==> src/rtl/note_lane_judge_if.sv <==
// Port bundle between the game core and note_lane_judge.
// The combo output exists only when NOTE_LANE_JUDGE_COMBO_EN is defined.
interface note_lane_judge_if #(
  parameter int LANES   = 5,
  parameter int Y_W     = 10,
  parameter int SCORE_W = 13,
  parameter int MISS_W  = 4
);
  logic                   enable;
  logic                   tick;
  logic [LANES-1:0]       spawn;
  logic [LANES-1:0]       boton;
  logic [LANES-1:0]       note_valid;
  logic [LANES*Y_W-1:0]   note_y;
  logic [LANES-1:0]       hit_pulse;
  logic [LANES-1:0]       miss_pulse;
  logic [SCORE_W-1:0]     puntuacion;
  logic [MISS_W-1:0]      misses;
  logic                   perdio;
`ifdef NOTE_LANE_JUDGE_COMBO_EN
  logic [7:0]             combo;

  modport master (
    output enable, tick, spawn, boton,
    input  note_valid, note_y, hit_pulse, miss_pulse, puntuacion, misses, perdio, combo
  );
  modport slave (
    input  enable, tick, spawn, boton,
    output note_valid, note_y, hit_pulse, miss_pulse, puntuacion, misses, perdio, combo
  );
`else
  modport master (
    output enable, tick, spawn, boton,
    input  note_valid, note_y, hit_pulse, miss_pulse, puntuacion, misses, perdio
  );
  modport slave (
    input  enable, tick, spawn, boton,
    output note_valid, note_y, hit_pulse, miss_pulse, puntuacion, misses, perdio
  );
`endif
endinterface

==> src/rtl/note_lane_judge.sv <==
// N-lane falling-note engine and hit judge with saturating score/miss counters and sticky loss flag.
// Define NOTE_LANE_JUDGE_COMBO_EN to add the combo counter and score multiplier.
module note_lane_judge #(
  parameter int LANES      = 5,
  parameter int Y_W        = 10,
  parameter int HIT_Y      = 384,
  parameter int WINDOW     = 16,
  parameter int STEP       = 4,
  parameter int SCORE_W    = 13,
  parameter int MISS_LIMIT = 8
) (
  input  logic              clk,
  input  logic              reset,
  note_lane_judge_if.slave  bus
);
  localparam int MISS_W = $clog2(MISS_LIMIT + 1);
  localparam int CNT_W  = $clog2(LANES + 1);
  localparam int unsigned SCORE_MAX = (32'd1 << SCORE_W) - 32'd1;
  localparam int unsigned MISS_MAX  = MISS_LIMIT;
  localparam int unsigned Y_HI      = HIT_Y + WINDOW;
  localparam int unsigned Y_LO_ADJ  = HIT_Y;

  function automatic logic [CNT_W-1:0] count_ones(input logic [LANES-1:0] v);
    logic [CNT_W-1:0] c;
    c = '0;
    for (int i = 0; i < LANES; i++) begin
      c = c + CNT_W'(v[i]);
    end
    return c;
  endfunction

  function automatic logic in_window(input logic [Y_W-1:0] y);
    return ((32'(y) + 32'(WINDOW)) >= Y_LO_ADJ) && (32'(y) <= Y_HI);
  endfunction

  logic [LANES-1:0]     prev_r;
  logic [LANES-1:0]     valid_r, valid_n;
  logic [LANES*Y_W-1:0] y_r, y_n;
  logic [LANES-1:0]     hit_s, miss_s, press_s;
  logic [LANES-1:0]     hit_pulse_r, miss_pulse_r;
  logic [SCORE_W-1:0]   score_r, score_n;
  logic [MISS_W-1:0]    misses_r, misses_n;
  logic                 perdio_r, perdio_n;
  logic                 run_s;
  logic [CNT_W-1:0]     hit_cnt_s, miss_cnt_s;
  logic [2:0]           mult_s;
  logic [31:0]          score_sum_s, miss_sum_s;
`ifdef NOTE_LANE_JUDGE_COMBO_EN
  logic [7:0]           combo_r, combo_n;
  logic [8:0]           combo_sum_s;
`endif

  assign run_s   = bus.enable & ~perdio_r;
  assign press_s = bus.boton & ~prev_r;

  // Per-lane judge: hit beats tick-advance, which beats spawn.
  always_comb begin
    valid_n = valid_r;
    y_n     = y_r;
    hit_s   = '0;
    miss_s  = '0;
    for (int i = 0; i < LANES; i++) begin
      if (run_s && valid_r[i] && press_s[i] && in_window(y_r[i*Y_W +: Y_W])) begin
        valid_n[i] = 1'b0;
        hit_s[i]   = 1'b1;
      end else if (run_s && valid_r[i] && bus.tick) begin
        y_n[i*Y_W +: Y_W] = y_r[i*Y_W +: Y_W] + Y_W'(STEP);
        if (32'(y_n[i*Y_W +: Y_W]) > Y_HI) begin
          valid_n[i] = 1'b0;
          miss_s[i]  = 1'b1;
        end else begin
          valid_n[i] = 1'b1;
        end
      end else if (run_s && !valid_r[i] && bus.spawn[i]) begin
        valid_n[i]        = 1'b1;
        y_n[i*Y_W +: Y_W] = '0;
      end else begin
        valid_n[i] = valid_r[i];
      end
    end
  end

  // Score, miss and combo accounting from this cycle's hit/miss counts.
  always_comb begin
    hit_cnt_s  = count_ones(hit_s);
    miss_cnt_s = count_ones(miss_s);
`ifdef NOTE_LANE_JUDGE_COMBO_EN
    if (combo_r >= 8'd12) begin
      mult_s = 3'd4;
    end else begin
      mult_s = 3'd1 + {1'b0, combo_r[3:2]};
    end
    combo_sum_s = {1'b0, combo_r} + 9'(hit_cnt_s);
    if (miss_cnt_s != '0) begin
      combo_n = 8'd0;
    end else if (combo_sum_s > 9'd255) begin
      combo_n = 8'd255;
    end else begin
      combo_n = combo_sum_s[7:0];
    end
`else
    mult_s = 3'd1;
`endif
    score_sum_s = 32'(score_r) + (32'(hit_cnt_s) * 32'(mult_s));
    if (score_sum_s > SCORE_MAX) begin
      score_n = SCORE_W'(SCORE_MAX);
    end else begin
      score_n = SCORE_W'(score_sum_s);
    end
    miss_sum_s = 32'(misses_r) + 32'(miss_cnt_s);
    if (miss_sum_s >= MISS_MAX) begin
      misses_n = MISS_W'(MISS_MAX);
      perdio_n = 1'b1;
    end else begin
      misses_n = MISS_W'(miss_sum_s);
      perdio_n = perdio_r;
    end
  end

  // State and output registers; reset clears everything including button history.
  always_ff @(posedge clk) begin
    if (reset) begin
      prev_r       <= '0;
      valid_r      <= '0;
      y_r          <= '0;
      hit_pulse_r  <= '0;
      miss_pulse_r <= '0;
      score_r      <= '0;
      misses_r     <= '0;
      perdio_r     <= 1'b0;
`ifdef NOTE_LANE_JUDGE_COMBO_EN
      combo_r      <= 8'd0;
`endif
    end else begin
      prev_r       <= bus.boton;
      valid_r      <= valid_n;
      y_r          <= y_n;
      hit_pulse_r  <= hit_s;
      miss_pulse_r <= miss_s;
      score_r      <= score_n;
      misses_r     <= misses_n;
      perdio_r     <= perdio_n;
`ifdef NOTE_LANE_JUDGE_COMBO_EN
      combo_r      <= combo_n;
`endif
    end
  end

  assign bus.note_valid = valid_r;
  assign bus.note_y     = y_r;
  assign bus.hit_pulse  = hit_pulse_r;
  assign bus.miss_pulse = miss_pulse_r;
  assign bus.puntuacion = score_r;
  assign bus.misses     = misses_r;
  assign bus.perdio     = perdio_r;
`ifdef NOTE_LANE_JUDGE_COMBO_EN
  assign bus.combo      = combo_r;
`endif
endmodule
==> src/flat_wrapper.sv <==
// flat-port wrapper written by rule: the top's interface ports become plain ports
module note_lane_judge_flat 
#(
  parameter int LANES      = 5,
  parameter int Y_W        = 10,
  parameter int HIT_Y      = 384,
  parameter int WINDOW     = 16,
  parameter int STEP       = 4,
  parameter int SCORE_W    = 13,
  parameter int MISS_LIMIT = 8
)
  (clk, reset, bus_enable, bus_tick, bus_spawn, bus_boton, bus_note_valid, bus_note_y, bus_hit_pulse, bus_miss_pulse, bus_puntuacion, bus_misses, bus_perdio);
  note_lane_judge_if #(.LANES(LANES), .Y_W(Y_W), .SCORE_W(SCORE_W)) bus_i ();
  input  logic clk;
  input  logic reset;
  input wire logic [$bits(bus_i.enable)-1:0] bus_enable;
  input wire logic [$bits(bus_i.tick)-1:0] bus_tick;
  input wire logic [$bits(bus_i.spawn)-1:0] bus_spawn;
  input wire logic [$bits(bus_i.boton)-1:0] bus_boton;
  output wire logic [$bits(bus_i.note_valid)-1:0] bus_note_valid;
  output wire logic [$bits(bus_i.note_y)-1:0] bus_note_y;
  output wire logic [$bits(bus_i.hit_pulse)-1:0] bus_hit_pulse;
  output wire logic [$bits(bus_i.miss_pulse)-1:0] bus_miss_pulse;
  output wire logic [$bits(bus_i.puntuacion)-1:0] bus_puntuacion;
  output wire logic [$bits(bus_i.misses)-1:0] bus_misses;
  output wire logic [$bits(bus_i.perdio)-1:0] bus_perdio;
  assign bus_i.enable = bus_enable;
  assign bus_i.tick = bus_tick;
  assign bus_i.spawn = bus_spawn;
  assign bus_i.boton = bus_boton;
  assign bus_note_valid = bus_i.note_valid;
  assign bus_note_y = bus_i.note_y;
  assign bus_hit_pulse = bus_i.hit_pulse;
  assign bus_miss_pulse = bus_i.miss_pulse;
  assign bus_puntuacion = bus_i.puntuacion;
  assign bus_misses = bus_i.misses;
  assign bus_perdio = bus_i.perdio;
  note_lane_judge #(.LANES(LANES), .Y_W(Y_W), .HIT_Y(HIT_Y), .WINDOW(WINDOW), .STEP(STEP), .SCORE_W(SCORE_W), .MISS_LIMIT(MISS_LIMIT)) u_core (.clk(clk), .reset(reset), .bus(bus_i));
endmodule
==> config.mk <==
export PLATFORM = sky130hd
export DESIGN_NAME = note_lane_judge_flat
export DESIGN_NICKNAME = d
export VERILOG_FILES = /design/src/rtl/note_lane_judge_if.sv /design/src/rtl/note_lane_judge.sv /design/src/flat_wrapper.sv
export SDC_FILE = /design/constraint.sdc
export NUM_CORES = 1
export LEC_CHECK = 0
export BUFFER_PORTS_ARGS = -buffer_cell sky130_fd_sc_hd__clkbuf_2
export CAP_MARGIN = 20
export CORE_ASPECT_RATIO = 0.6
export CORE_MARGIN = 8
export CORE_UTILIZATION = 57
export CTS_BUF_LIST = sky130_fd_sc_hd__clkbuf_8
export CTS_CLUSTER_SIZE = 20
export DETAILED_ROUTE_END_ITERATION = 12
export PLACE_DENSITY = 0.83
export SYNTH_ARGS = -nofsm -noshare
export SYNTH_HDL_FRONTEND = slang
export SYNTH_SLANG_ARGS = --single-unit
==> constraint.sdc <==
create_clock -name clk -period 5.6 [get_ports clk]
set_input_delay 0.84 -clock clk [delete_from_list [all_inputs] [get_ports clk]]
set_output_delay 0.84 -clock clk [all_outputs]
set_load 0.1 [all_outputs]
## Word-level counts from Yosys, hierarchy flattened

Index checks and enable logic that the tools add are counted.

| operators by class | value |
|---|---|
| add/sub/neg operators | 20 |
| magnitude comparators | 17 |
| muxes and demuxes | 47 |
| bitwise operators | 9 |
| reductions and logical operators | 56 |

Operators by type and width:

| kind | number |
|---|---|
| $ge 32x9->1 const B | 5 |
| $mux 10 | 10 |
| $add 10x5->11 const B | 5 |
| $add 10x3->10 const B | 5 |
| $gt 10x9->1 const B | 5 |
| $le 10x9->1 const B | 5 |
| $logic_and 1x1->1 | 35 |
| $mux 1 | 35 |
| $ge 32x4->1 const B | 1 |
| $gt 32x13->1 const B | 1 |
| $add 3x1->3 | 6 |
| $add 13x3->14 | 1 |
| $mux 13 | 1 |
| $reduce_or 2->1 | 6 |
| $reduce_and 2->1 | 5 |
| $reduce_bool 2->1 | 5 |
| $not 1->1 | 6 |
| $add 4x3->5 | 1 |
| $and 5x5->5 | 1 |
| $logic_not 1->1 | 5 |
| $not 5->5 | 1 |
| $add 1x1->2 | 2 |
| $mux 4 | 1 |
| $and 1x1->1 | 1 |

| storage, ports and cells | value |
|---|---|
| bits in registers | 88 |
| bits of input ports | 14 |
| output and inout bits | 83 |
| logic and storage cells | 166 |

## Depth between registers and ports, before layout

| logic depth | value |
|---|---|
| word-level depth | 13 |
| depth in mapped cells | 19 |

## Least setup slack after synthesis

No wires, ideal clock.

| timing | value |
|---|---|
| kind | register -> register |
| from | register u_core.y_r[3] (netlist: u_core.bus.note_y[3]) |
| to | register u_core.misses_r[0] (netlist: u_core.bus.misses[0]) |
| setup time | 115 ps |
| arrival | 4745 ps |
| required time | 5485 ps |
| path slack | 740 ps |
| cell stages (with the launch flop) | 19 |
| buffers on the path | 0 |
| clock period less this slack | 4860 ps |
| cell sequence | dfxtp_1 ha_1 nand2_1 or2_2 xor2_1 o31a_1 nor2_1 ha_1 inv_1 fa_1 inv_1 ha_1 fa_1 ha_1 a21o_1 and4b_1 o21bai_1 nor2_1 and2_1 |

| on the way | value |
|---|---|
| word-level cells in the longest chain between the ends | 12 |
| elaborated cells between the ends (all ways) | 17 |
| classes of those cells | add/sub: 7; order compare: 4; mux: 3; reduce/logical: 3 |

Ends and longest elaborated chain:

| element | line | source |
|---|---|---|
| start: declaration | note_lane_judge.sv:38 | `logic [LANES*Y_W-1:0] y_r, y_n;` |
| start signal: assignment | note_lane_judge.sv:137 | `y_r <= y_n;` |
| $add 10x5->11 or $add 10x3->10 (tied branches) | note_lane_judge.sv:33, note_lane_judge.sv:67 |  |
| $ge 32x9->1 or $gt 10x9->1 (tied branches) | note_lane_judge.sv:33, note_lane_judge.sv:68 |  |
| $logic_and 1x1->1 or $mux 1 (tied branches) | note_lane_judge.sv:33, note_lane_judge.sv:68 |  |
| $logic_and 1x1->1 or $mux 1 (tied branches) | note_lane_judge.sv:63, note_lane_judge.sv:66 |  |
| $mux 1 * | note_lane_judge.sv:63 | `if (run_s && valid_r[i] && press_s[i] && in_window(y_r[i*Y_W +: Y_W])) begin` |
| via u_core.miss_s[0] | note_lane_judge.sv:39 | `logic [LANES-1:0] hit_s, miss_s, press_s;` |
| $add 1x1->2 * | note_lane_judge.sv:27 | `c = c + CNT_W'(v[i]);` |
| $add 3x1->3 * (3 in series) | note_lane_judge.sv:27 |  |
| $add 4x3->5 * | note_lane_judge.sv:110 | `miss_sum_s = 32'(misses_r) + 32'(miss_cnt_s);` |
| $ge 32x4->1 | note_lane_judge.sv:111 | `if (miss_sum_s >= MISS_MAX) begin` |
| $reduce_or 2->1 (no source line) | n/a |  |
| end signal: assignment | note_lane_judge.sv:141 | `misses_r <= misses_n;` |
| end: declaration | note_lane_judge.sv:42 | `logic [MISS_W-1:0] misses_r, misses_n;` |

The timed path passes the listed nets; every way through them passes the cells marked *.
A chain may end at the register's enable or synchronous reset.

## Worst setup path after layout

| timing | value |
|---|---|
| from | register u_core.y_r[12] (netlist: u_core.bus.note_y[12]) |
| to | register u_core.misses_r[1] (netlist: u_core.bus.misses[1]) |

The elaborated chain is that of the path after synthesis.

==> results.md <==
- Final core utilization: 0.670
- Clk_lat worst skew: 360 ps
- Mean Syn Cell Area: 8.42 um2
- Ports: 97
- IO Port Bufs: 86
- CTS Buf Count: 9
- Placer congestion estimate: 0.896
- Fin Setup TNS: 0 ps
- Cell Chain, Critical Path: ha_1 > nand3_1 > o21a_1 > o21ai_0 > o22a_1 > nor2_1 > ha_1 > inv_1 > fa_1 > inv_1 > ha_1 > fa_1 > ha_1 > a21o_1 > and4b_1 > o21bai_1 > nor2_1 > and2_1
- Design Power: 1.15 mW
- Vias after detailed routing: 4403
- Routed len/inst: 16.4 um
- Worst vdd ir: 0.000189 V
- Endpoints failing hold: 0
- Crit path capture type: flip-flop
- Clk root buf: clkbuf_8
- Count leader, synth: dfxtp_1
- Area share of the largest cell type after synthesis: 0.335
- Startpoint types: flip-flop
- Yosys reg bits: 78
- Clock Path Buffers: 2
- Storage cell area: 1560 um2
- Detailed-placement wirelength estimate: 8.96 mm
- Layout area overhead: 13.6%
- Slew @ Worst Pin: 632 ps
- Leading area contributor after synthesis: dfxtp_1
- Commonest cells post-synth: 78 x dfxtp_1, 51 x nor2_1, 36 x nand2_1, 34 x a21oi_1, 29 x nand3_1
- Reg clk slew, reported paths: 80 ps
- Initial antenna violation count: 0
- Slew margin rel.: 0.579
- Total of max-cap violations: 0
- Netlist Area Pre-Place: 4670 um2
- All-Layer GR Usage: 0.211
- Seq/Total Area, Yosys: 0.335
- Starting Density: 0.590
- Fraction of layout cells with a size suffix above 1: 0.193
- Top area cells in the synthesized netlist: dfxtp_1 33%, ha_1 6.2%, nor2_1 4.1%
- Chip height: 86.1 um
- Final Non-Filler Cells: 739
- Global-route wire length before repair: 20.1 mm
- Max Slew Vio Count: 0
- Row cnt: 25
- Clock Skew: 11.7 ps
- Net count, final: 669
- Fin area: 5300 um2
- Number of fill cells: 672
- N_diodes: 0
- HP Class: flip-flop to flip-flop
- Crit path required time: 5870 ps
- Worst Path Max Fanout: 8
- Multi-input logic area: 2820 um2
- CP max-delay cell: dfxtp_1
- Synth warn: 0
- TritonCTS clock tree: yes
- Final Hold Slack: 526 ps
- Critical path's top delay family: adder cells
- WS Path Type: flip-flop to flip-flop
- Yosys cell types: 72
- Die Area: 11400 um2
- PnR worst setup slack: 1090 ps
- Detailed Route Iter0 Violations: 474
- Placed Instances: 723
- Post-synth EDFFs: 0
- Final setup vio count: 0
- Async SR Flop Fraction: 0
- Drt via density: 5.96
- Placed instance area: 5080 um2
- RSZ-0062 raised after global routing: no
- Post-Route WL: 12.1 mm
- Status: finished, final reports clean
- Synth Flop Type: dfxtp_1
- Largest net degree at the start of global routing: 60
- Crit path time final: 4510 ps
- Chip Width: 133 um
- Mapped Cells: 554
- Post-route ant nets: 0
- Crit-path most repeated cell: ha_1
- Core ar.: 7910 um2
- F_max: 222 MHz
- Drt drc: 0
- Dpl ws: 839 ps
- Period utilization: 0.805
- Power Density: 218 nW/um2
- WP buf/inv: 2
- Vias in the first global route: 4156
- Resize count post-CTS: 0
- Hold buffer count at cts: 0
- DRT Pass-1 Iters: 5
- CP arrival: 4770 ps
- GR Overflow Total: 0
- Sink Count: 78
- Setup bufs post-CTS: 0
- Slowest Stage Delay on Critical Path: 490 ps
- Pleak: 2.21 nW
- Htree depth: 3
## area by class of cell
class	count	area share
multi-input cells	418	0.532
flip-flops and latches	78	0.295
repair buffers	89	0.0855
clock buffers	10	0.0260
well taps	108	0.0255
inverters	30	0.0217
clock inverters	6	0.0149
## routing by layer
layer	global-route usage	part of all wire
met3	0.0618	0.077
met5	0	0
met4	0.0727	0.015
met1	0.268	0.46
met2	0.334	0.45
## final timing paths
kind / from / endpoint / slack (ps) / depth (start not counted)
min: u_core.bus.note_y[9] / u_core.bus.note_y[9] / 530 / 2
min reg2reg: u_core.bus.note_y[9] / u_core.bus.note_y[9] / 530 / 2
max reg2reg: u_core.bus.note_y[12] / u_core.bus.misses[1] / 1090 / 18
max: u_core.bus.note_y[12] / u_core.bus.misses[1] / 1090 / 18
## flip-flops by register name, indices dropped and copies added, names as in the netlist
| signal | flops |
|---|---|
| u_core.bus.perdio | 1 |
| u_core.bus.note_y | 40 |
| u_core.bus.miss_pulse | 5 |
| u_core.prev_r | 5 |
| u_core.bus.misses | 4 |
| u_core.bus.puntuacion | 13 |
| u_core.bus.note_valid | 5 |
| u_core.bus.hit_pulse | 5 |
## cell usage in the layout (no fill, tap or decap), types with 7 or more instances in the layout
cell	count
nand4_1	8
nand2_1	36
and3_1	13
nand3_1	29
ha_1	23
o21ai_0	19
xor2_1	9
a31oi_1	7
nor2_1	51
and2_1	8
inv_1	31
nor2b_1	15
nor3_1	12
xnor2_1	14
clkbuf_2	86
clkbuf_8	10
conb_1	10
a21oi_1	34
dfxtp_1	78
## where the power goes
part	total (mW)	internal (mW)	switching, mW
Clock	0.464	0.258	0.206
Combinational	0.120	0.0223	0.0977
Sequential	0.569	0.560	0.00875
Total	1.15	0.841	0.312
## tightest hold or removal path: stages (launching register included)
cell and delay (ps):
dfxtp_1 350, nand2_1 70, a21oi_1 60
## cells by family after synthesis
kind of cell,count (synthesis),share of synthesized area
buffers and inverters,67,0.0686
AOI/OAI and AO/OA,126,0.187
DFF,78,0.335
adders and majority gates,29,0.0874
muxes,9,0.0204
and+or+nand+nor,221,0.258
xor gates and xnor gates,23,0.0432
other,1,0.000804
No activity file was read; power rests on OpenSTA's default activity.
